$ cat src/rtl/imm_encoder.sv
// Two-stage RV64 instruction encoder: stage 1 classifies and range-checks the
// immediate, stage 2 packs the instruction word. Saturating result counters.
module imm_encoder (
  input  logic        clk,
  input  logic        rst_n,
  input  logic        in_valid,
  output logic        in_ready,
  input  logic [6:0]  in_opcode,
  input  logic [4:0]  in_rd,
  input  logic [2:0]  in_funct3,
  input  logic [4:0]  in_rs1,
  input  logic [4:0]  in_rs2,
  input  logic [6:0]  in_funct7,
  input  logic [63:0] in_imm,
  output logic        out_valid,
  input  logic        out_ready,
  output logic [31:0] out_inst,
  output logic [1:0]  out_err,
  output logic [15:0] cnt_ok,
  output logic [15:0] cnt_err
);

  typedef enum logic [2:0] {TyR, TyI, TyS, TyB, TyU, TyJ, TyInv} inst_type_e;

  localparam logic [1:0] ErrNone  = 2'd0;
  localparam logic [1:0] ErrOp    = 2'd1;
  localparam logic [1:0] ErrRange = 2'd2;
  localparam logic [1:0] ErrAlign = 2'd3;

  inst_type_e  in_type;
  logic [1:0]  in_err;
  logic        fits12, fits13, fits21, fits32;

  logic        s1_valid;
  inst_type_e  s1_type;
  logic [1:0]  s1_err;
  logic [6:0]  s1_opcode;
  logic [4:0]  s1_rd;
  logic [2:0]  s1_funct3;
  logic [4:0]  s1_rs1;
  logic [4:0]  s1_rs2;
  logic [6:0]  s1_funct7;
  logic [31:0] s1_imm;
  logic        s1_advance;
  logic [31:0] packed_inst;

  always_comb begin
    in_type = TyInv;
    case (in_opcode)
      7'b0000011, 7'b0010011, 7'b0011011,
      7'b0001111, 7'b1110011, 7'b1100111: in_type = TyI;
      7'b0100011:                         in_type = TyS;
      7'b1100011:                         in_type = TyB;
      7'b0110111, 7'b0010111:             in_type = TyU;
      7'b1101111:                         in_type = TyJ;
      7'b0110011, 7'b0111011:             in_type = TyR;
      default:                            in_type = TyInv;
    endcase
  end

  assign fits12 = (in_imm == {{52{in_imm[11]}}, in_imm[11:0]});
  assign fits13 = (in_imm == {{51{in_imm[12]}}, in_imm[12:0]});
  assign fits21 = (in_imm == {{43{in_imm[20]}}, in_imm[20:0]});
  assign fits32 = (in_imm == {{32{in_imm[31]}}, in_imm[31:0]});

  // Priority: invalid opcode, then misalignment, then range.
  always_comb begin
    in_err = ErrNone;
    case (in_type)
      TyInv:    in_err = ErrOp;
      TyI, TyS: in_err = fits12 ? ErrNone : ErrRange;
      TyB:      in_err = in_imm[0] ? ErrAlign : (fits13 ? ErrNone : ErrRange);
      TyJ:      in_err = in_imm[0] ? ErrAlign : (fits21 ? ErrNone : ErrRange);
      TyU:      in_err = (fits32 && (in_imm[11:0] == 12'h000)) ? ErrNone : ErrRange;
      default:  in_err = ErrNone;
    endcase
  end

  assign s1_advance = !out_valid || out_ready;
  assign in_ready   = rst_n && (!s1_valid || s1_advance);

  always_ff @(posedge clk or negedge rst_n) begin
    if (!rst_n) begin
      s1_valid  <= 1'b0;
      s1_type   <= TyInv;
      s1_err    <= ErrNone;
      s1_opcode <= '0;
      s1_rd     <= '0;
      s1_funct3 <= '0;
      s1_rs1    <= '0;
      s1_rs2    <= '0;
      s1_funct7 <= '0;
      s1_imm    <= '0;
    end else if (in_valid && in_ready) begin
      s1_valid  <= 1'b1;
      s1_type   <= in_type;
      s1_err    <= in_err;
      s1_opcode <= in_opcode;
      s1_rd     <= in_rd;
      s1_funct3 <= in_funct3;
      s1_rs1    <= in_rs1;
      s1_rs2    <= in_rs2;
      s1_funct7 <= in_funct7;
      s1_imm    <= in_imm[31:0];
    end else if (s1_advance) begin
      s1_valid  <= 1'b0;
    end
  end

  always_comb begin
    packed_inst = 32'h0000_0000;
    if (s1_err == ErrNone) begin
      case (s1_type)
        TyR: packed_inst = {s1_funct7, s1_rs2, s1_rs1, s1_funct3, s1_rd, s1_opcode};
        TyI: packed_inst = {s1_imm[11:0], s1_rs1, s1_funct3, s1_rd, s1_opcode};
        TyS: packed_inst = {s1_imm[11:5], s1_rs2, s1_rs1, s1_funct3, s1_imm[4:0], s1_opcode};
        TyB: packed_inst = {s1_imm[12], s1_imm[10:5], s1_rs2, s1_rs1, s1_funct3,
                            s1_imm[4:1], s1_imm[11], s1_opcode};
        TyU: packed_inst = {s1_imm[31:12], s1_rd, s1_opcode};
        TyJ: packed_inst = {s1_imm[20], s1_imm[10:1], s1_imm[11], s1_imm[19:12],
                            s1_rd, s1_opcode};
        default: packed_inst = 32'h0000_0000;
      endcase
    end
  end

  always_ff @(posedge clk or negedge rst_n) begin
    if (!rst_n) begin
      out_valid <= 1'b0;
      out_inst  <= '0;
      out_err   <= ErrNone;
    end else if (s1_advance) begin
      out_valid <= s1_valid;
      if (s1_valid) begin
        out_inst <= packed_inst;
        out_err  <= s1_err;
      end
    end
  end

  always_ff @(posedge clk or negedge rst_n) begin
    if (!rst_n) begin
      cnt_ok  <= '0;
      cnt_err <= '0;
    end else if (out_valid && out_ready) begin
      if (out_err == ErrNone) begin
        if (cnt_ok != 16'hFFFF) cnt_ok <= cnt_ok + 16'd1;
      end else begin
        if (cnt_err != 16'hFFFF) cnt_err <= cnt_err + 16'd1;
      end
    end
  end

endmodule

$ cat config.mk
export PLATFORM = sky130hd
export DESIGN_NAME = imm_encoder
export DESIGN_NICKNAME = d
export VERILOG_FILES = /design/src/rtl/imm_encoder.sv
export SDC_FILE = /design/constraint.sdc
export NUM_CORES = 1
export LEC_CHECK = 0
export ABC_AREA = 1
export CORE_UTILIZATION = 50
export CTS_CLUSTER_DIAMETER = 120
export DETAILED_ROUTE_END_ITERATION = 12
export DONT_BUFFER_PORTS = 1
export PLACE_DENSITY = 0.62
export SKIP_CTS_REPAIR_TIMING = 1
export SYNTH_ARGS = -nofsm -noshare
export SYNTH_HDL_FRONTEND = slang
export SYNTH_SLANG_ARGS = --single-unit
$ cat constraint.sdc
create_clock -name clk -period 5.4 [get_ports clk]
set_clock_uncertainty 0.2 [all_clocks]
set_input_delay 0.81 -clock clk [delete_from_list [all_inputs] [get_ports clk]]
set_output_delay 0.81 -clock clk [all_outputs]
set_load 0.005 [all_outputs]
=== Word level (Yosys, flattened, before mapping) ===
Index checks and enable logic that the tools add are counted.

* Bits in registers: 137
* Bits of input ports: 100
* Output and inout bits: 68
* Logic and storage cells: 80

* $add $sub $neg: 2
* Equality and inequality tests: 30
* Mux-type cells: 12
* Bitwise operators: 1
* Reduce and logical (&&, ||, !) cells: 20

{| class="wikitable"
|+ Operators with widths
! cell !! number
|-
| 32-bit one-hot mux with 6 select lines || 1
|-
| 52-bit equality test || 1
|-
| 51-bit equality test || 1
|-
| 43-bit equality test || 1
|-
| 16-bit by 1-bit adder with 16-bit output, second input constant || 2
|-
| 32-bit equality test || 1
|-
| 32-bit 2-to-1 mux || 1
|-
| 16-bit inequality test, second input constant || 2
|-
| 7-bit by 6-bit equality test with 1-bit output, second input constant || 4
|-
| 7-bit equality test, second input constant || 4
|-
| 7-bit by 5-bit equality test with 1-bit output, second input constant || 3
|-
| 3-bit one-hot mux with 6 select lines || 1
|-
| 3-bit equality test, second input constant || 5
|-
| 3-bit by 2-bit equality test with 1-bit output, second input constant || 4
|-
| 12-bit zero test || 1
|-
| 2-bit 2-to-1 mux || 6
|-
| 2-bit one-hot mux with 5 select lines || 1
|-
| 7-bit by 2-bit equality test with 1-bit output, second input constant || 1
|-
| 7-bit by 4-bit equality test with 1-bit output, second input constant || 1
|-
| 3-bit by 1-bit equality test with 1-bit output, second input constant || 2
|-
| 3-bit AND reduction || 2
|-
| 2-bit OR reduction || 3
|-
| 6-bit OR reduction || 1
|-
| 1-bit logical AND || 4
|-
| 8 further kinds || 12
|}

=== Longest topological paths before layout ===
* Depth in word-level cells: 6
* Mapped depth: 13
* Mapped depth without buffers: 13

=== Least setup slack after synthesis ===
OpenSTA, ideal clock, no wires.

* Path type: in2reg
* Start: input port in_imm[39]
* End: register s1_err[1]
* Data arrival time: 1.726 ns
* Data required time: 5.079 ns
* Path slack: 3.353 ns
* Cell stages on the path: 11
* Path buffers: 0
* Path through: or2_2 > nor2_1 > nand2_1 > nand2_1 > nand2_1 > nor2_1 > nand2_1 > nand2_1 > nand2_1 > o21bai_1 > nand2_1

* Word-level cells in the longest chain between the ends: 4
* Elaborated cells between the ends (all ways): 12

{| class="wikitable"
|+ RTL lines
! element !! RTL line !! RTL
|-
| start, declared || 14 || <nowiki>input logic [63:0] in_imm,</nowiki>
|-
| 51-bit equality test (tied with other cells) || 62 || <nowiki>assign fits13 = (in_imm == {{51{in_imm[12]}}, in_imm[12:0]});</nowiki>
|-
| 2-bit 2-to-1 mux (tied with other cells) || 72 || <nowiki>TyB: in_err = in_imm[0] ? ErrAlign : (fits13 ? ErrNone : ErrRange);</nowiki>
|-
| 2-bit 2-to-1 mux, on equally long branches || 72, 73, 74 ||
|-
| 2-bit one-hot mux with 5 select lines * || 69 || <nowiki>case (in_type)</nowiki>
|-
| end signal, assigned || 86 || <nowiki>s1_err <= ErrNone;</nowiki>
|-
| end signal, assigned || 97 || <nowiki>s1_err <= in_err;</nowiki>
|-
| end, declared || 36 || <nowiki>logic [1:0] s1_err;</nowiki>
|}

Every way passes the cells marked *; elsewhere a longest branch is shown, timed or not.
A chain may end at the register's enable or synchronous reset.

=== Worst setup path after layout ===
* Start: register out_valid
* End: register s1_opcode[1]

* Word-level cells in the longest chain between the ends: 5

{| class="wikitable"
|+ RTL lines
! element !! RTL line !! RTL
|-
| start, declared || 15 || <nowiki>output logic out_valid,</nowiki>
|-
| start signal, assigned || 133 || <nowiki>out_valid <= s1_valid;</nowiki>
|-
| 1-bit zero test || 79 || <nowiki>assign s1_advance = !out_valid || out_ready;</nowiki>
|-
| 1-bit logical OR || 79 ||
|-
| 1-bit logical OR || 80 || <nowiki>assign in_ready = rst_n && (!s1_valid || s1_advance);</nowiki>
|-
| 1-bit logical AND || 80 ||
|-
| named net in_ready || 7 || <nowiki>output logic in_ready,</nowiki>
|-
| 1-bit logical AND || 94 || <nowiki>end else if (in_valid && in_ready) begin</nowiki>
|-
| end signal, assigned || 98 || <nowiki>s1_opcode <= in_opcode;</nowiki>
|-
| end, declared || 37 || <nowiki>logic [6:0] s1_opcode;</nowiki>
|}

The timed path passes the listed nets, and every way through them passes these cells.

==> results.md <==
- Sequential Power Share: 0.454
- Standard-cell row count: 43
- Antenna Violating Nets Remaining: 0
- Placer Congestion: 0.906
- Post-layout instance area: 8010 sq um
- Worst-Skew Late Latency: 0.42 ns
- Die width: approximately 120 um
- Pre-Repair DR Iteration Count: 5
- H-tree level count: 4
- Starting Density: 0.516
- Number of diodes: 0
- Global-route usage over all layers: 0.260
- CTS buffer count: 17
- Sw power: just under 0.0008 W
- Clock tree buffer depth: 2
- WP data required: 5.49 ns
- Worst slew margin: 0.470
- Worst path slowest cell: inv_1
- Antenna violations before repair: 0
- Yosys top cell area share: 0.468
- Reg2Reg Depth: 7
- Core Area: 14,000 sq um
- Synth area leader: dfrtp_1
- Sw Ratio: 0.272
- Worst path most repeated cell: inv_1
- CP peak stage delay: 0.55 ns
- Largest net degree at the start of global routing: 139
- Final nets: approximately 1,100
- CP Cell Sequence: nand3_1, nand2_1, inv_1, nand2_2, inv_1, buf_4, o21ai_0
- Reg clk slew, reported paths: about 0.06 ns
- Setup TNS: 0 ns
- Drt first-iter violations: 445
- CP Capture Type: flip-flop
- Hold Path Class: input pin to async pin
- Area after DPL: around 7300 sq um
- Yosys Warn Count: 0
- Crit Path Max Fanout: 25
- Die footprint: 14,900 sq um
- Status: finished, final reports clean
- R2r startpoint: out_valid
- Critical path data arrival time: 2.28 ns
- DR DRC count: 0
- Via Count: 6,390
- Combinational Power Share: 0.120
- Synth cell types: a little over 40
- Synth top cells by count: 308 x nand2_1, 135 x dfrtp_1, 123 x nor2_1
- Top_reg_cell synth: dfrtp_1
- Period utilisation layout: 0.406
- FF-to-FF End: s1_opcode[1]
- Syn Nets: 1,068
- Final hold violations: 0
- Static leakage: 3.98 nW
- Total grt overflow: 0
- Sequential fraction of the synthesis area: 0.476
- Syn avg cell area: 7.47 sq um
- DP HPWL: 13.7 mm
- R2r setup slk: 3.21 ns
- Top-count cell post-synth: nand2_1
- Die Height: about 120 um
- WL/cell: approximately 16 um
- I/O Pins: roughly 170
- Async S/R FF share, synth: 1.00
- Synth Register Bits: 137
- Largest cells by area after synthesis: dfrtp_1 47%, nand2_1 16%, nor2_1 6.4%
- Vias in the first global route: 6,125
- Cell area after synthesis: 7210 sq um
- Max_cap viols: 0
- Fmax: 456 MHz
- Clk Tree Root Cell: clkbuf_16
- CTS Sinks: 137
- Layout cells sized above 1: 0.0543
- Endpoints failing setup: 0
- RSZ-0062 raised after global routing: false
- Routed WL: 18.6 mm
- VDD IR max: 0.239 mV
- Kind of start point of the critical path: flip-flop
- Slew Limit Fails: 0
- Clock power frac: 0.427
- Fin crit period: 2.19 ns
- CTS tree: done
- Number of synthesized flops with an enable pin: 0
- DR vias/cell: between 5 and 6
- Port bufs: 0
- Cell count after synthesis: around 970
- Pwr dens: ~360 nW/um^2
- Cell Int Power: 0.00210 W
- Area delta synth->final: 11.0%
- Slew @ Worst Pin: between 0.7 and 0.8 ns
- CP Class: flip-flop to flip-flop
- First-pass GRT wire length: 29.8 mm
-- worst max-delay path: cells and delay by family (launching register included) --
family,cells,cell delay (ns)
buffers and inverters,3,1.05
flip-flops,1,0.43
AND/OR/NAND/NOR,3,0.26
AO/OA/AOI/OAI,1,0.11
-- cell type report --
class,instances,area (sq um)
fill,1347,5980
multi-input combinational,700,3280
timing repair buffer,5,57.6
tap,180,225
sequential,137,3430
inverter,102,383
clock buffer,21,460
clock inverter,11,170
-- layer usage --
metal	wire, um	vias to the layer above	GRT usage
met5	0	-	0
met4	276	0	0.0907
met3	1440	26	0.0810
met2	9140	228	0.438
met1	7730	3035	0.312
li1	-	3101	-
-- placed cells by master, fill, tap and decap left out, types with 3 or more instances in the layout --
master     count
a21o_1         4
a21oi_1       11
a221oi_1       9
a22oi_1        8
buf_4          4
bufinv_16      4
clkbuf_16     17
clkinv_2       3
clkinv_4       3
dfrtp_1      135
inv_1         98
inv_2          4
nand2_1      307
nand2_2        3
nand3_1       56
nand3b_1       3
nand4_1       16
nor2_1       123
nor2_4         3
nor3_1        18
nor4_1         5
o21ai_0       82
xnor2_1       10
xor2_1        20
-- per-stage QoR --
stage | total power [W] | instances | utilization | setup slack (ns) | hold WS [ns]
global route | 0.00304 | 1156 | 0.572 | 3.06 | 0.0126
CTS | 0.00289 | 1155 | 0.570 | 3.23 | -0.129
detailed placement | 0.00165 | 1123 | 0.525 | 2.86 | 0.266
floorplan | 0.00155 | 966 | - | 3.35 | 0.249
global placement | 0.00164 | 1123 | 0.525 | 2.91 | 0.264
finish | 0.00289 | 1156 | 0.572 | 3.21 | 0.0379
-- power groups by stage --
stage / clock network [W] / logic [W] / registers, W
final: 0.00123 / 0.000345 / 0.00131
after global routing: 0.00130 / 0.000405 / 0.00133
after CTS: 0.00125 / 0.000328 / 0.00131
after detailed placement: 0 / 0.000326 / 0.00133
after global placement: 0 / 0.000314 / 0.00132
after floorplan: 0 / 0.000270 / 0.00128
-- logic make-up (layout without fill, tap and decap cells) --
group / after synthesis / after routing / synth area share
AOI/OAI and AO/OA: 127 / 127 / 0.102
DFF: 137 / 137 / 0.476
adders and majority gates: 2 / 2 / 0.00347
buffers and inverters: 129 / 139 / 0.0701
and+or+nand+nor: 540 / 540 / 0.311
xor gates and xnor gates: 30 / 30 / 0.0364
muxes: 1 / 1 / 0.00156
-- worst max-delay path by stage --
| stage | start | to |
|---|---|---|
| after detailed placement | out_ready | s1_opcode[1] |
| after global routing | out_valid | s1_opcode[0] |
| after global placement | out_ready | s1_funct7[3] |
| after floorplan | in_imm[39] | s1_err[1] |
| final | out_valid | s1_opcode[1] |
| after CTS | out_valid | in_ready |
-- flip-flops by register name, summed over array words and instances (netlist names), 5 cells and up --
| name | count |
|---|---|
| cnt_err | 16 |
| cnt_ok | 16 |
| out_inst | 32 |
| s1_funct7 | 7 |
| s1_imm | 32 |
| s1_opcode | 7 |
| s1_rd | 5 |
| s1_rs1 | 5 |
| s1_rs2 | 5 |
(Power assumes the default switching activity.)
